==> config.mk <==
export PLATFORM = sky130hd
export DESIGN_NAME = addsub_serial_flat
export DESIGN_NICKNAME = d
export VERILOG_FILES = /design/src/rtl/addsub_serial_if.sv /design/src/rtl/addsub_serial.sv /design/src/flat_wrapper.sv
export SDC_FILE = /design/constraint.sdc
export NUM_CORES = 1
export LEC_CHECK = 0
export ABC_AREA = 1
export CORE_UTILIZATION = 45
export CTS_CLUSTER_DIAMETER = 40
export CTS_CLUSTER_SIZE = 25
export DETAILED_ROUTE_END_ITERATION = 12
export GPL_ROUTABILITY_DRIVEN = 0
export HOLD_SLACK_MARGIN = 0.08
export PLACE_DENSITY = 0.78
export SETUP_SLACK_MARGIN = 0.15
export SLEW_MARGIN = 25
export SYNTH_ARGS = -nofsm -noshare
export SYNTH_HDL_FRONTEND = slang
export SYNTH_SLANG_ARGS = --single-unit
export TNS_END_PERCENT = 50
==> constraint.sdc <==
create_clock -name clk -period 5.45 [get_ports clk]
set_clock_uncertainty 0.1 [all_clocks]
set_input_delay 1.09 -clock clk [delete_from_list [all_inputs] [get_ports clk]]
set_output_delay 1.09 -clock clk [all_outputs]
set_load 0.01 [all_outputs]
==> src/rtl/addsub_serial_if.sv <==
// Handshake bundle for the digit-serial add/sub unit.
// Operand side and result side, each with its own valid/ready pair.
interface addsub_serial_if #(
  parameter int WIDTH = 32
);
  logic             in_valid;
  logic             in_ready;
  logic [WIDTH-1:0] A;
  logic [WIDTH-1:0] B;
  logic [1:0]       op;
  logic             out_valid;
  logic             out_ready;
  logic [WIDTH-1:0] ans;
  logic             cout;
  logic             V;
  logic             Z;
  logic             Nf;

  modport master (
    output in_valid, A, B, op, out_ready,
    input  in_ready, out_valid, ans, cout, V, Z, Nf
  );

  modport slave (
    input  in_valid, A, B, op, out_ready,
    output in_ready, out_valid, ans, cout, V, Z, Nf
  );
endinterface

==> src/rtl/addsub_serial.sv <==
// Digit-serial signed/unsigned add/subtract, LSB digit first.
// Optional signed saturation; registered carry between digits.
module addsub_serial #(
  parameter int WIDTH = 32,
  parameter int DIGIT = 8
) (
  input  logic           clk,
  input  logic           rst_n,
  addsub_serial_if.slave bus
);

  localparam int N  = WIDTH / DIGIT;
  localparam int CW = (N > 1) ? $clog2(N) : 1;

  if (WIDTH < 2 || DIGIT < 1 || (WIDTH % DIGIT) != 0) begin : g_bad_cfg
    $error("addsub_serial: WIDTH must be >= 2 and a multiple of DIGIT");
  end

  typedef enum logic [1:0] {
    IDLE = 2'd0,
    RUN  = 2'd1,
    DONE = 2'd2
  } state_e;

  state_e state_q, state_d;

  logic [WIDTH-1:0] a_q, a_d;
  logic [WIDTH-1:0] bx_q, bx_d;
  logic             carry_q, carry_d;
  logic             sat_q, sat_d;
  logic [CW-1:0]    cnt_q, cnt_d;
  logic [WIDTH-1:0] ans_q, ans_d;
  logic             cout_q, cout_d;
  logic             v_q, v_d;
  logic             z_q, z_d;
  logic             nf_q, nf_d;

  logic [DIGIT-1:0] a_dig;
  logic [DIGIT-1:0] b_dig;
  logic [DIGIT-1:0] sum_dig;
  logic             c_out;
  logic             c_top;
  logic [WIDTH-1:0] ans_w;
  logic             last;
  logic             accept;
  logic             ovf;

  assign bus.in_ready  = (state_q == IDLE) && rst_n;
  assign bus.out_valid = (state_q == DONE);
  assign bus.ans       = ans_q;
  assign bus.cout      = cout_q;
  assign bus.V         = v_q;
  assign bus.Z         = z_q;
  assign bus.Nf        = nf_q;

  assign accept = bus.in_valid && bus.in_ready;
  assign last   = (cnt_q == CW'(N - 1));
  assign ovf    = c_top ^ c_out;

  always_comb begin
    a_dig = '0;
    b_dig = '0;
    ans_w = ans_q;
    for (int k = 0; k < N; k++) begin
      if (cnt_q == CW'(k)) begin
        a_dig = a_q[k*DIGIT +: DIGIT];
        b_dig = bx_q[k*DIGIT +: DIGIT];
        ans_w[k*DIGIT +: DIGIT] = sum_dig;
      end
    end
  end

  // c_top keeps the carry into the digit MSB for the overflow flag
  always_comb begin
    logic c;
    c       = carry_q;
    c_top   = carry_q;
    sum_dig = '0;
    for (int i = 0; i < DIGIT; i++) begin
      if (i == DIGIT - 1) c_top = c;
      sum_dig[i] = a_dig[i] ^ b_dig[i] ^ c;
      c = (a_dig[i] & b_dig[i]) | (c & (a_dig[i] ^ b_dig[i]));
    end
    c_out = c;
  end

  always_comb begin
    state_d = state_q;
    a_d     = a_q;
    bx_d    = bx_q;
    carry_d = carry_q;
    sat_d   = sat_q;
    cnt_d   = cnt_q;
    ans_d   = ans_q;
    cout_d  = cout_q;
    v_d     = v_q;
    z_d     = z_q;
    nf_d    = nf_q;
    unique case (1'b1)
      (state_q == IDLE): begin
        if (accept) begin
          a_d     = bus.A;
          bx_d    = bus.B ^ {WIDTH{bus.op[0]}};
          carry_d = bus.op[0];
          sat_d   = bus.op[1];
          cnt_d   = '0;
          state_d = RUN;
        end
      end
      (state_q == RUN): begin
        ans_d   = ans_w;
        carry_d = c_out;
        cnt_d   = cnt_q + CW'(1);
        if (last) begin
          cout_d = c_out;
          v_d    = ovf;
          if (sat_q && ovf) begin
            ans_d = a_q[WIDTH-1] ? {1'b1, {(WIDTH-1){1'b0}}}
                                 : {1'b0, {(WIDTH-1){1'b1}}};
          end
          z_d     = (ans_d == '0);
          nf_d    = ans_d[WIDTH-1];
          cnt_d   = '0;
          state_d = DONE;
        end
      end
      (state_q == DONE): begin
        if (bus.out_ready) state_d = IDLE;
      end
      default: state_d = IDLE;
    endcase
  end

  always_ff @(posedge clk) begin
    if (!rst_n) begin
      state_q <= IDLE;
      a_q     <= '0;
      bx_q    <= '0;
      carry_q <= 1'b0;
      sat_q   <= 1'b0;
      cnt_q   <= '0;
      ans_q   <= '0;
      cout_q  <= 1'b0;
      v_q     <= 1'b0;
      z_q     <= 1'b0;
      nf_q    <= 1'b0;
    end else begin
      state_q <= state_d;
      a_q     <= a_d;
      bx_q    <= bx_d;
      carry_q <= carry_d;
      sat_q   <= sat_d;
      cnt_q   <= cnt_d;
      ans_q   <= ans_d;
      cout_q  <= cout_d;
      v_q     <= v_d;
      z_q     <= z_d;
      nf_q    <= nf_d;
    end
  end

endmodule

==> src/flat_wrapper.sv <==
// flat-port wrapper written by rule: the top's interface ports become plain ports
module addsub_serial_flat 
#(
  parameter int WIDTH = 32,
  parameter int DIGIT = 8
)
  (clk, rst_n, bus_in_valid, bus_A, bus_B, bus_op, bus_out_ready, bus_in_ready, bus_out_valid, bus_ans, bus_cout, bus_V, bus_Z, bus_Nf);
  addsub_serial_if #(.WIDTH(WIDTH)) bus_i ();
  input  logic clk;
  input  logic rst_n;
  input wire logic [$bits(bus_i.in_valid)-1:0] bus_in_valid;
  input wire logic [$bits(bus_i.A)-1:0] bus_A;
  input wire logic [$bits(bus_i.B)-1:0] bus_B;
  input wire logic [$bits(bus_i.op)-1:0] bus_op;
  input wire logic [$bits(bus_i.out_ready)-1:0] bus_out_ready;
  output wire logic [$bits(bus_i.in_ready)-1:0] bus_in_ready;
  output wire logic [$bits(bus_i.out_valid)-1:0] bus_out_valid;
  output wire logic [$bits(bus_i.ans)-1:0] bus_ans;
  output wire logic [$bits(bus_i.cout)-1:0] bus_cout;
  output wire logic [$bits(bus_i.V)-1:0] bus_V;
  output wire logic [$bits(bus_i.Z)-1:0] bus_Z;
  output wire logic [$bits(bus_i.Nf)-1:0] bus_Nf;
  assign bus_i.in_valid = bus_in_valid;
  assign bus_i.A = bus_A;
  assign bus_i.B = bus_B;
  assign bus_i.op = bus_op;
  assign bus_i.out_ready = bus_out_ready;
  assign bus_in_ready = bus_i.in_ready;
  assign bus_out_valid = bus_i.out_valid;
  assign bus_ans = bus_i.ans;
  assign bus_cout = bus_i.cout;
  assign bus_V = bus_i.V;
  assign bus_Z = bus_i.Z;
  assign bus_Nf = bus_i.Nf;
  addsub_serial #(.WIDTH(WIDTH), .DIGIT(DIGIT)) u_core (.clk(clk), .rst_n(rst_n), .bus(bus_i));
endmodule
After elaboration in Yosys (flattened, before gate mapping). Index checks and enable logic that the tools add are counted.

Multipliers: 0. Reduce and logical (&&, ||, !) cells: 11. Magnitude comparators: 0. Shifts and indexed selects: 0. Equal/unequal tests: 8. Div/mod/pow operators: 0. Multiplexer cells: 26. Bitwise gates (word level): 42. Add/subtract/negate cells: 1.

Operators with widths (count): $mux W32 (5); $mux W8 (12); $logic_not A32 Y1 (1); $xor A32 B32 Y32 (1); $xor A1 B1 Y1 (17); $and A1 B1 Y1 (16); $mux W2 (5); $or A1 B1 Y1 (8); $eq A2 B2 Y1 const B (3); $pmux W2 S3 (1); $reduce_and A2 Y1 (3); $eq A2 B1 Y1 const B (2); $logic_not A2 Y1 (2); $ne A2 B1 Y1 const B (2); $pmux W2 S2 (1); $logic_and A1 B1 Y1 (3); $reduce_and A3 Y1 (1); $add A2 B1 Y2 const B (1); $ne A2 B2 Y1 const B (1); $pmux W1 S2 (1); $reduce_bool A2 Y1 (1); $mux W1 (1).

Memory bits (read-only): 0. Memory bits (writable): 0. Bits of input ports: 70. Word-level logic and storage cells: 99. Memories: 0. Bits in latches: 0. Bits in registers: 106. Output and inout port bits: 38.

Longest topological paths before layout. Gate-level depths: netlist (run 1).

Depth after elaboration: 28. Mapped depth: 34. Depth with buffers taken out: 32.

Least setup slack after synthesis (run 1). Ideal clock, no wire load.

Kind: reg-to-reg. Start point: reg u_core.cnt_q[1]. End point: reg u_core.z_q (netlist: u_core.bus.Z). Library setup time: 0.065 ns. Period minus slack after synthesis: 5.597 ns. Path slack: -0.147 ns. Arrival: 5.432 ns. Path buffers: 2. Data required time: 5.285 ns. Cell stages (with the launch flop): 30. Cell sequence: dfxtp_1 inv_1 ha_1 buf_2 nor2_4 buf_2 a22oi_1 o21ai_0 o21ai_0 fa_1 inv_1 fa_1 inv_1 fa_1 fa_1 fa_1 inv_1 fa_1 inv_1 fa_1 inv_2 fa_1 nand2_1 a21boi_1 nand4_1 nor2_1 nand2_1 nor2_1 nor2_1 nor2_1.

Cells in the longest elaborated chain, start to end: 28. Elaborated cells between the ends (all ways): 63. Classes of those cells: 3 x eq/ne; 15 x mux; 41 x bitwise; 4 x reduce/logical.

Ends and longest elaborated chain: start: declaration (RTL line addsub_serial.sv:31) `logic [CW-1:0] cnt_q, cnt_d;`; start signal: assignment (RTL line addsub_serial.sv:153) `cnt_q <= cnt_d;`; $logic_not A2 Y1 (RTL line addsub_serial.sv:65) `if (cnt_q == CW'(k)) begin`; $mux W8 (4 in series) (RTL line addsub_serial.sv:65); $xor A1 B1 Y1 (RTL line addsub_serial.sv:81, addsub_serial.sv:82); $and A1 B1 Y1 (RTL line addsub_serial.sv:82) `c = (a_dig[i] & b_dig[i]) | (c & (a_dig[i] ^ b_dig[i]));`; $or A1 B1 Y1 (RTL line addsub_serial.sv:82); $and A1 B1 Y1 (RTL line addsub_serial.sv:82); $or A1 B1 Y1 (RTL line addsub_serial.sv:82); $and A1 B1 Y1 (RTL line addsub_serial.sv:82); [9 not listed]; $and A1 B1 Y1 (RTL line addsub_serial.sv:82); $or A1 B1 Y1 (RTL line addsub_serial.sv:82); $xor A1 B1 Y1 (RTL line addsub_serial.sv:58) `assign ovf = c_top ^ c_out;`; $logic_and A1 B1 Y1 (RTL line addsub_serial.sv:117) `if (sat_q && ovf) begin`; $mux W32 (RTL line addsub_serial.sv:117); $mux W32 (RTL line addsub_serial.sv:114) `if (last) begin`; $mux W32 (RTL line addsub_serial.sv:99) `unique case (1'b1)`; $logic_not A32 Y1 (RTL line addsub_serial.sv:121) `z_d = (ans_d == '0);`; end signal: assignment (RTL line addsub_serial.sv:157) `z_q <= z_d;`; end: declaration (RTL line addsub_serial.sv:35) `logic z_q, z_d;`.

Parallel ways exist; a longest one is shown, timed or not. The select of a mux whose other input is x is not followed. A chain may end at the register's enable or synchronous reset.

Worst setup path after layout (run 1).
Start point: reg u_core.cnt_q[0]. End point: reg u_core.z_q (netlist: u_core.bus.Z).

Same word-level chain as after synthesis.

==> flow_summary_export.csv, run 1 <==
group,metric,value,unit
clock_network,clock-sinks,106,
yosys,yosysUniqueCellTypes,33,
floorplan,core,12000,µm²
route,routed_wl,15100,µm
grt,grt_max_degree,107,
timing,fmax,194,MHz
job,drv_cap,0,
worst_setup_path,slowest_delay,0.50,ns
timing,rsz0062_at_grt,"yes",
yosys,ys_warn_count,0,
layout,multi_input_area,3110,µm²
worst_setup_path,crit_type,"flop to flop",
clock_network,cts.path.max_buffers,2,
layout,diodes,0,
worst_setup_path,cp_num_buf_inv,7,
route,dr.pass1.iters,6,
layout,seq_area,2130,µm²
layout,final_cell_mix,"nand2_1 (264), clkdlybuf4s50_1 (105), dfxtp_1 (104)",
placement,io_buffers,107,
worst_setup_path,crit_path_max_fanout,6,
timing,hold_ws,0.360,ns
route,drt-wirelength-per-cell,14.7,µm
grt,grt_usage,23.4,%
clock_network,numCtsBuffers,9,
timing,setup_viol,0,
worst_setup_path,cp.required,5.64,ns
layout,postLayoutCoreUtil,59.9,%
clock_network,cts.clk_slew.worst_paths,0.08,ns
worst_hold_path,hold_depth,2,
worst_setup_path,path_common_cell,"fa_2",
layout,fillers,1081,
worst_setup_path,cp_slowest_cell,"fa_2",
timing,tightest_slew,0.914,ns
grt,grt_pass1_wl,23900,µm
floorplan,ios,108,
worst_setup_path,crit_arrival,5.35,ns
worst_setup_path,startpoint_type,"flop",
timing,fin_crit_sh,94.7,%
timing,drv_slew,0,
clock_network,clock-root-buffer,"clkbuf_16",
placement,hpwl,10000,µm
yosys,syn_avg_cell_area,7.09,µm²
clock_network,postCtsHoldBufs,0,
grt,grt-ovfl-total,0,
worst_setup_path,crit_path_end_kind,"flop",
yosys,syn_nets,863,
clock_network,htreeDepth,3,
route,avgViaCountPerCell,5.46,
timing,setup_tns,0,ns
route,num_vias,5610,
floorplan,die_h,113,µm
floorplan,die_x,113,µm
route,drc,0,
route,ant_nets,0,
worst_setup_path,worstSetupPathDepth,28,
layout,layout_commonest_cell,"nand2_1",
yosys,seq_area_frac_synth,38.3,%
layout,nets,958,
yosys,netlist_area,5540,µm²
yosys,synth_seq_cells,106,
pwr,power,2.12,mW
timing,max_slew_margin,39.1,%
layout,drive_gt1_share,11.1,%
timing,post-route-min-period,5.16,ns
worst_setup_path,reg2reg_depth,28,
pwr,powerDensity,294,nW/µm²
grt,antenna_found_initial,0,
grt,grt_pass1_vias,5045,
worst_setup_path,critPathTopFamily,"adder cells",
placement,dpl_worst_slack,-0.00120,ns
timing,hold_viol,0,
floorplan,initial_core_util,46.1,%
pwr,vdd_drop_max,0.149,mV
route,drtIter0Drc,495,
clock_network,clk_latency,0.36,ns
floorplan,fp-row-count,40,
layout,syn_to_final_growth,30.0,%
floorplan,die_area,12800,µm²
run_status,outcome,"completed",
worst_hold_path,hp-class,"flop to flop",
yosys,netlist_instances,781,
clock_network,cts_tree,"yes",
pwr,p_leak,2.99,nW
timing,setup_slack,0.290,ns
-- per-layer routing --
layer  up-vias  track usage (%)  wire, µm
li1       2767                -         -
met4         0             8.68       419
met2       259             38.5      7050
met3        43             4.98      1190
met5         -                0         0
met1      2541             30.3      6460
-- area by class of cell --
cell class | count | area share [%]
inverters | 38 | 2.16
flip-flops and latches | 106 | 29.6
clock inverters | 6 | 1.06
repair buffers | 139 | 18.2
clock buffers | 10 | 3.32
multi-input cells | 582 | 43.2
well taps | 147 | 2.55
-- cells in the mapped netlist, drive strengths merged --
cell | count | area (µm²)
a21boi | 1 | 7.51
a21oi | 42 | 214
a221oi | 2 | 17.5
a22oi | 25 | 188
a31oi | 13 | 81.3
buf | 28 | 178
clkbuf | 30 | 113
clkinv | 1 | 5.00
dfxtp | 106 | 2120
fa | 8 | 160
ha | 4 | 50.1
inv | 37 | 141
nand2 | 271 | 1020
nand3 | 64 | 345
nand4 | 1 | 6.26
nor2 | 19 | 88.8
nor3 | 1 | 10.0
o211ai | 10 | 75.1
o21ai | 85 | 425
o22ai | 1 | 6.26
xnor2 | 26 | 228
xor2 | 6 | 52.6
-- worst reg2reg max path, delay by kind of cell (launching register included) --
family	cells	cell delay, ns
AO/OA/AOI/OAI	4	0.54
adder cells (fa/ha/maj)	9	2.87
buffers and inverters	7	0.43
AND/OR/NAND/NOR	8	0.79
flip-flops	1	0.38
-- cells by family (layout without fill, tap and decap cells) --
family	Yosys count	after routing	share of synthesized area (%)
AND/OR/NAND/NOR	356	359	26.6
adder cells (fa/ha/maj)	12	12	3.80
flip-flops	106	106	38.3
XOR/XNOR	32	32	5.06
AO/OA/AOI/OAI	179	179	18.3
buffers and inverters	96	193	7.89
-- per-stage QoR --
step                cells  instance area [µm²]
global placement      996                 6660
detailed placement    996                 6660
floorplan             781                 5570
CTS                  1015                 7010
global route         1028                 7200
finish               1028                 7200
-- flip-flops by register name, indices dropped and copies added (netlist names) --
| register | count |
|---|---|
| u_core.cnt_q | 2 |
| u_core.bus.cout | 1 |
| u_core.bus.Z | 1 |
| u_core.sat_q | 1 |
| u_core.a_q | 32 |
| u_core.state_q | 2 |
| u_core.carry_q | 1 |
| u_core.bus.ans | 32 |
| u_core.bus.Nf | 1 |
| u_core.bus.V | 1 |
| u_core.bx_q | 32 |
-- final timing paths --
| path | from | slack [ns] | end |
|---|---|---|---|
| setup / recovery | u_core.cnt_q[0] | 0.29 | u_core.bus.Z |
| hold / removal | u_core.bx_q[10] | 0.36 | u_core.bx_q[10] |
| setup reg to reg | u_core.cnt_q[0] | 0.29 | u_core.bus.Z |
| hold reg to reg | u_core.bx_q[10] | 0.36 | u_core.bx_q[10] |
-- report_power, final --
part,leakage (nW),internal (mW),switching (mW)
registers,0.869,0.831,0.0396
clock network,0.156,0.379,0.315
logic,1.96,0.233,0.320
total,2.99,1.44,0.674
-- repair_timing --
action,in CTS,in global routing
pin swaps,1,22
setup buffers,2,11
setup endpoints to repair,11,34
resized for setup,6,29
gates cloned,1,2
endpoints found under the hold margin,0,0
No activity file was read; power rests on OpenSTA's default activity.
==> run 2, diff against run 1 <==
- CORE_ASPECT_RATIO: default -> 0.7
==> flow_summary_export.csv, run 2 (synthesis gave the netlist of run 1 again) <==
group,metric,value,unit
grt,grt.busiest_layer,"met2",
floorplan,die_h,94.8,µm
layout,fin_area,7140,µm²
worst_setup_path,crit_type,"flop to flop",
pwr,p_int,1.43,mW
layout,fillers,1060,
worst_setup_path,cp_slowest_cell,"fa_1",
route,avgViaCountPerCell,5.48,
pwr,vdd_drop_max,0.182,mV
worst_hold_path,hp-class,"flop to flop",
worst_setup_path,crit_path_max_fanout,13,
timing,rsz0062_at_grt,"no",
clock_network,clk_latency,0.35,ns
timing,setup_tns,0,ns
route,drc,0,
pwr,netSwitchingFraction,31.2,%
clock_network,cts.path.max_buffers,2,
grt,grt_max_degree,76,
floorplan,initial_core_util,46.7,%
timing,setup_slack,0.432,ns
worst_setup_path,startpoint_type,"flop",
pwr,powerDensity,291,nW/µm²
layout,diodes,0,
placement,place_area,6650,µm²
worst_setup_path,crit_arrival,5.20,ns
pwr,clkPwrFrac,31.7,%
layout,nets,954,
pwr,p_leak,2.96,nW
run_status,outcome,"completed",
floorplan,fp-row-count,33,
timing,fin_crit_sh,92.1,%
job,drv_cap,0,
timing,hold_viol,0,
route,drtIter0Drc,734,
floorplan,ios,108,
grt,grtUsageMet2,38.6,%
layout,layout_commonest_cell,"nand2_1",
grt,use_met3,5.21,%
grt,grt_usage,26.0,%
clock_network,numCtsBuffers,9,
placement,hpwl,10800,µm
pwr,p_sw,0.649,mW
worst_setup_path,cp_num_buf_inv,8,
timing,drv_slew,0,
worst_setup_path,critPathTopFamily,"adder cells",
layout,final_cell_mix,"nand2_1 (261), clkdlybuf4s50_1 (105), dfxtp_1 (104)",
timing,tightest_slew,0.872,ns
floorplan,core,11900,µm²
grt,grt-ovfl-total,0,
route,routed_wl,15900,µm
layout,multi_input_area,3100,µm²
grt,grt_pass1_vias,5144,
pwr,combPwrFrac,26.4,%
clock_network,htreeDepth,3,
clock_network,clock-root-buffer,"clkbuf_16",
route,dr.pass1.iters,6,
layout,postLayoutCoreUtil,60.3,%
route,num_vias,5668,
layout,seq_area,2130,µm²
timing,post-route-min-period,5.02,ns
grt,use_met1,38.6,%
clock_network,postCtsHoldBufs,0,
worst_setup_path,startpoint,"u_core.cnt_q[1]",
pwr,power_frac_seq,41.9,%
timing,fmax,199,MHz
worst_setup_path,r2r_start,"u_core.cnt_q[1]",
grt,antenna_found_initial,0,
floorplan,die_x,135,µm
clock_network,clock-sinks,106,
clock_network,cts.clk_slew.worst_paths,0.07,ns
timing,setup_viol,0,
worst_setup_path,slowest_delay,0.41,ns
layout,syn_to_final_growth,29.0,%
worst_setup_path,cp.required,5.64,ns
timing,max_slew_margin,41.6,%
route,ant_nets,0,
timing,hold_ws,0.357,ns
floorplan,die_area,12800,µm²
worst_hold_path,hp-start,"u_core.bx_q[13]",
route,drt-wirelength-per-cell,15.4,µm
grt,grt_pass1_wl,25900,µm
placement,io_buffers,107,
clock_network,cts_tree,"yes",
layout,drive_gt1_share,10.4,%
worst_setup_path,crit_path_end_kind,"flop",
placement,dpl_worst_slack,-0.122,ns
worst_setup_path,path_common_cell,"fa_2",
-- run 2: cell count changes in the layout (fill, tap and decap cells not counted), moves of 2 or more --
| cell | before | now |
|---|---|---|
| fa_2 | 8 | 6 |
| inv_4 | 5 | 2 |
| nand2_1 | 264 | 261 |
| inv_6 | 4 | 0 |
| fa_1 | 0 | 2 |
| buf_6 | 2 | 0 |
| inv_1 | 23 | 25 |
| nand2_2 | 6 | 9 |
| clkbuf_1 | 0 | 2 |
-- run 2: layer usage --
| metal | wire (µm) | up-vias |
|---|---|---|
| met5 | 0 | - |
| met4 | 184 | 0 |
| met3 | 1750 | 21 |
| met2 | 6590 | 313 |
| met1 | 7350 | 2564 |
| li1 | - | 2770 |
-- run 2: power groups by stage --
stage | sequential (mW) | combinational, mW | clock, mW
final | 0.870 | 0.548 | 0.659
after CTS | 0.869 | 0.522 | 0.664
after global placement | 0.884 | 0.502 | 0
after global routing | 0.875 | 0.607 | 0.695
after floorplan | 0.879 | 0.336 | 0
after detailed placement | 0.884 | 0.510 | 0
-- run 2: area by class of cell --
type,instances,area share [%]
clock inverters,4,0.718
inverters,38,2.07
multi-input cells,581,43.3
flip-flops and latches,106,29.8
repair buffers,136,17.9
clock buffers,12,3.45
well taps,157,2.75
-- run 2: worst reg2reg max path, stage by stage, from the launching register on --
cell	delay, ns
dfxtp_4	0.37
inv_2	0.06
ha_4	0.18
buf_4	0.13
buf_4	0.18
a221oi_1	0.29
o21ai_0	0.17
fa_1	0.40
inv_1	0.07
fa_2	0.20
fa_2	0.22
fa_2	0.21
inv_2	0.04
fa_1	0.41
inv_1	0.09
fa_2	0.21
inv_2	0.05
fa_2	0.38
buf_4	0.16
nand2_2	0.16
nand3_4	0.17
o21ai_1	0.17
nand3_1	0.12
nor2_2	0.15
nand2_1	0.06
nor2_1	0.10
nor2_1	0.05
nor2_1	0.07
-- run 2: what timing repair did --
item                                   4_1_cts  5_1_grt
resized for setup                            9       18
endpoints found under the hold margin        0        0
setup buffers                                7        7
gates cloned                                 2        0
pin swaps                                    2       13
setup endpoints to repair                   28       34
-- run 2: per-stage QoR --
stage / instances / power [mW]
global route: 1034 / 2.18
finish: 1034 / 2.08
global placement: 1002 / 1.39
CTS: 1027 / 2.05
floorplan: 781 / 1.21
detailed placement: 1002 / 1.39
-- run 2: final timing paths --
| path | to | slack [ns] | depth (start not counted) |
|---|---|---|---|
| worst max-delay path | u_core.bus.Z | 0.43 | 27 |
| worst min-delay path | u_core.bx_q[13] | 0.36 | 2 |
| worst max register to register | u_core.bus.Z | 0.43 | 27 |
| worst min register to register | u_core.bx_q[13] | 0.36 | 2 |
==> variant: new RTL, config.mk and constraints of run 2 <==
`DIGIT` is set to 8 in 2 places; all go to 4.
--- a/src/rtl/addsub_serial.sv
+++ b/src/rtl/addsub_serial.sv
@@ -3,5 +3,5 @@
 module addsub_serial #(
   parameter int WIDTH = 32,
-  parameter int DIGIT = 8
+  parameter int DIGIT = 4
 ) (
   input  logic           clk,
--- a/src/flat_wrapper.sv
+++ b/src/flat_wrapper.sv
@@ -3,5 +3,5 @@
 #(
   parameter int WIDTH = 32,
-  parameter int DIGIT = 8
+  parameter int DIGIT = 4
 )
   (clk, rst_n, bus_in_valid, bus_A, bus_B, bus_op, bus_out_ready, bus_in_ready, bus_out_valid, bus_ans, bus_cout, bus_V, bus_Z, bus_Nf);
Check against the original RTL: not equivalent (a bounded check fails within 4 cycles, from zero or initial values and one cycle with rst_n low).
==> variant against run 2 <==
Routed wire length rose by 3.9%; worst hold slack got worse by 0.0027 ns; highest routed layer unchanged; sequential cell count rose by 1; setup slack improved by 0.16 ns; combinational power fell by 18%; critical path type unchanged; cell area rose by 1.6%; largest power group unchanged; area after synthesis rose by 4.7%; global-route usage fell by 0.41 points; total power fell by 1.4%.
==> variant: results (changes against run 2) <==
CLOCK_TREE_AREA_FRACTION_PCT=4.58  # +0.42 points
SEQ_AREA_SHARE_PCT=29.5  # -0.27 points
LEAKAGEPOWER_uW=0.00321  # +8.5%
POST_CTS.RESIZED_INSTANCES=0  # -9
SYNTH_TOP_CELLS_BY_AREA='dfxtp_1 (37%), nand2_1 (21%), nand3_1 (7.4%)'
WL_PER_CELL_UM=14.8  # -3.4%
FINAL_NET_COUNT=1026  # +7.5%
OUTCOME='finished, final reports clean'
SYN_INST=870  # +11%
SYNTH_AREA_PER_CELL_UM2=6.67  # -6.0%
MET3WIRELENGTH_MM=1.54  # -12%
GLOBALROUTETOTALUTIL_PCT=25.6  # -0.41 points
SYNTHTOPCELLSBYCOUNT='nand2_1 (320), dfxtp_1 (107), nand3_1 (86), o21ai_0 (59), inv_1 (52)'
FINAL.CLKBUF_COUNT=10  # -2
USE_MET1_PCT=38.7  # +0.097 points
TIMING.CRITICAL_PATH.ARRIVAL_NS=5.04  # -0.16 ns
DPL_CELL_AREA_UM2=6910  # +4.0%
VIA_COUNT=5906  # +4.2%
FINAL_LAYOUT_SIZE_SUFFIX_GT1_SHARE_PCT=5.99  # -4.4 points
PLACED_CELLS=1097  # +9.5%
NUM-FILL-CELLS=1148  # +8.3%
GRT_UTIL_MET3_PCT=5.40  # +0.19 points
NNONCLKBUFFERS=123  # -9.6%
MAXIMUM_SINGLE_STAGE_DELAY_ON_THE_CRITICAL_PATH_NS=0.47  # +0.06 ns
POSTSYNTHREGISTERBITS=107  # +0.94%
MULTI_INPUT_AREA_UM2=3190  # +3.2%
GRT_MAX_DEGREE=72  # -5.3%
ROUTE.DETAILED.VIAS_PER_INST=5.31  # -3.2%
GLOBAL_ROUTE_WIRE_LENGTH_BEFORE_REPAIR_MM=27.0  # +4.2%
POST_CTS_BUFFERS=0  # -7
LAYOUT.BUFFER.NONCLOCK.AREA_SHARE_PCT=16.3  # -1.6 points
CRIT_PATH_MAX_FANOUT=21  # +8
FIRST_GLOBAL_VIAS=5412  # +5.2%
## variant: changes by cell type in the layout (fill, tap and decap cells not counted), sizes merged, moves of 4 or more
| cell | run 2 | this run |
|---|---|---|
| a21oi | 42 | 47 |
| a22oi | 25 | 11 |
| a31oi | 13 | 19 |
| buf | 31 | 18 |
| fa | 8 | 4 |
| inv | 38 | 58 |
| nand2 | 271 | 324 |
| nand3 | 66 | 88 |
| nor2 | 19 | 33 |
| o21ai | 85 | 62 |
| or2 | 0 | 8 |
## variant: report_power, final
| group | leakage (uW) | switching [uW] | internal [uW] |
|---|---|---|---|
| clock network | 0.000160 | 312 | 421 |
| registers | 0.000875 | 32.6 | 833 |
| logic | 0.00217 | 276 | 175 |
| total | 0.00321 | 621 | 1430 |
## variant: path summary, 6_finish.rpt
path | from | to | slack [ns] | cells after the start
setup / recovery | u_core.cnt_q[0]$_SDFFE_PN0P_ | u_core.bus.Z$_SDFFE_PN0P_ | 0.59 | 24
hold / removal | u_core.bx_q[13]$_SDFFE_PN0P_ | u_core.bx_q[13]$_SDFFE_PN0P_ | 0.35 | 2
setup reg to reg | u_core.cnt_q[0]$_SDFFE_PN0P_ | u_core.bus.Z$_SDFFE_PN0P_ | 0.59 | 24
hold reg to reg | u_core.bx_q[13]$_SDFFE_PN0P_ | u_core.bx_q[13]$_SDFFE_PN0P_ | 0.35 | 2
## variant: cells by family (layout without fill, tap and decap cells)
| group | Yosys count | after routing | synth area share [%] |
|---|---|---|---|
| buffers and inverters | 113 | 194 | 8.37 |
| and+or+nand+nor | 455 | 455 | 32.4 |
| AOI/OAI and AO/OA | 153 | 153 | 14.8 |
| DFF | 107 | 107 | 36.9 |
| adders and majority gates | 10 | 10 | 2.68 |
| xor gates and xnor gates | 32 | 32 | 4.83 |
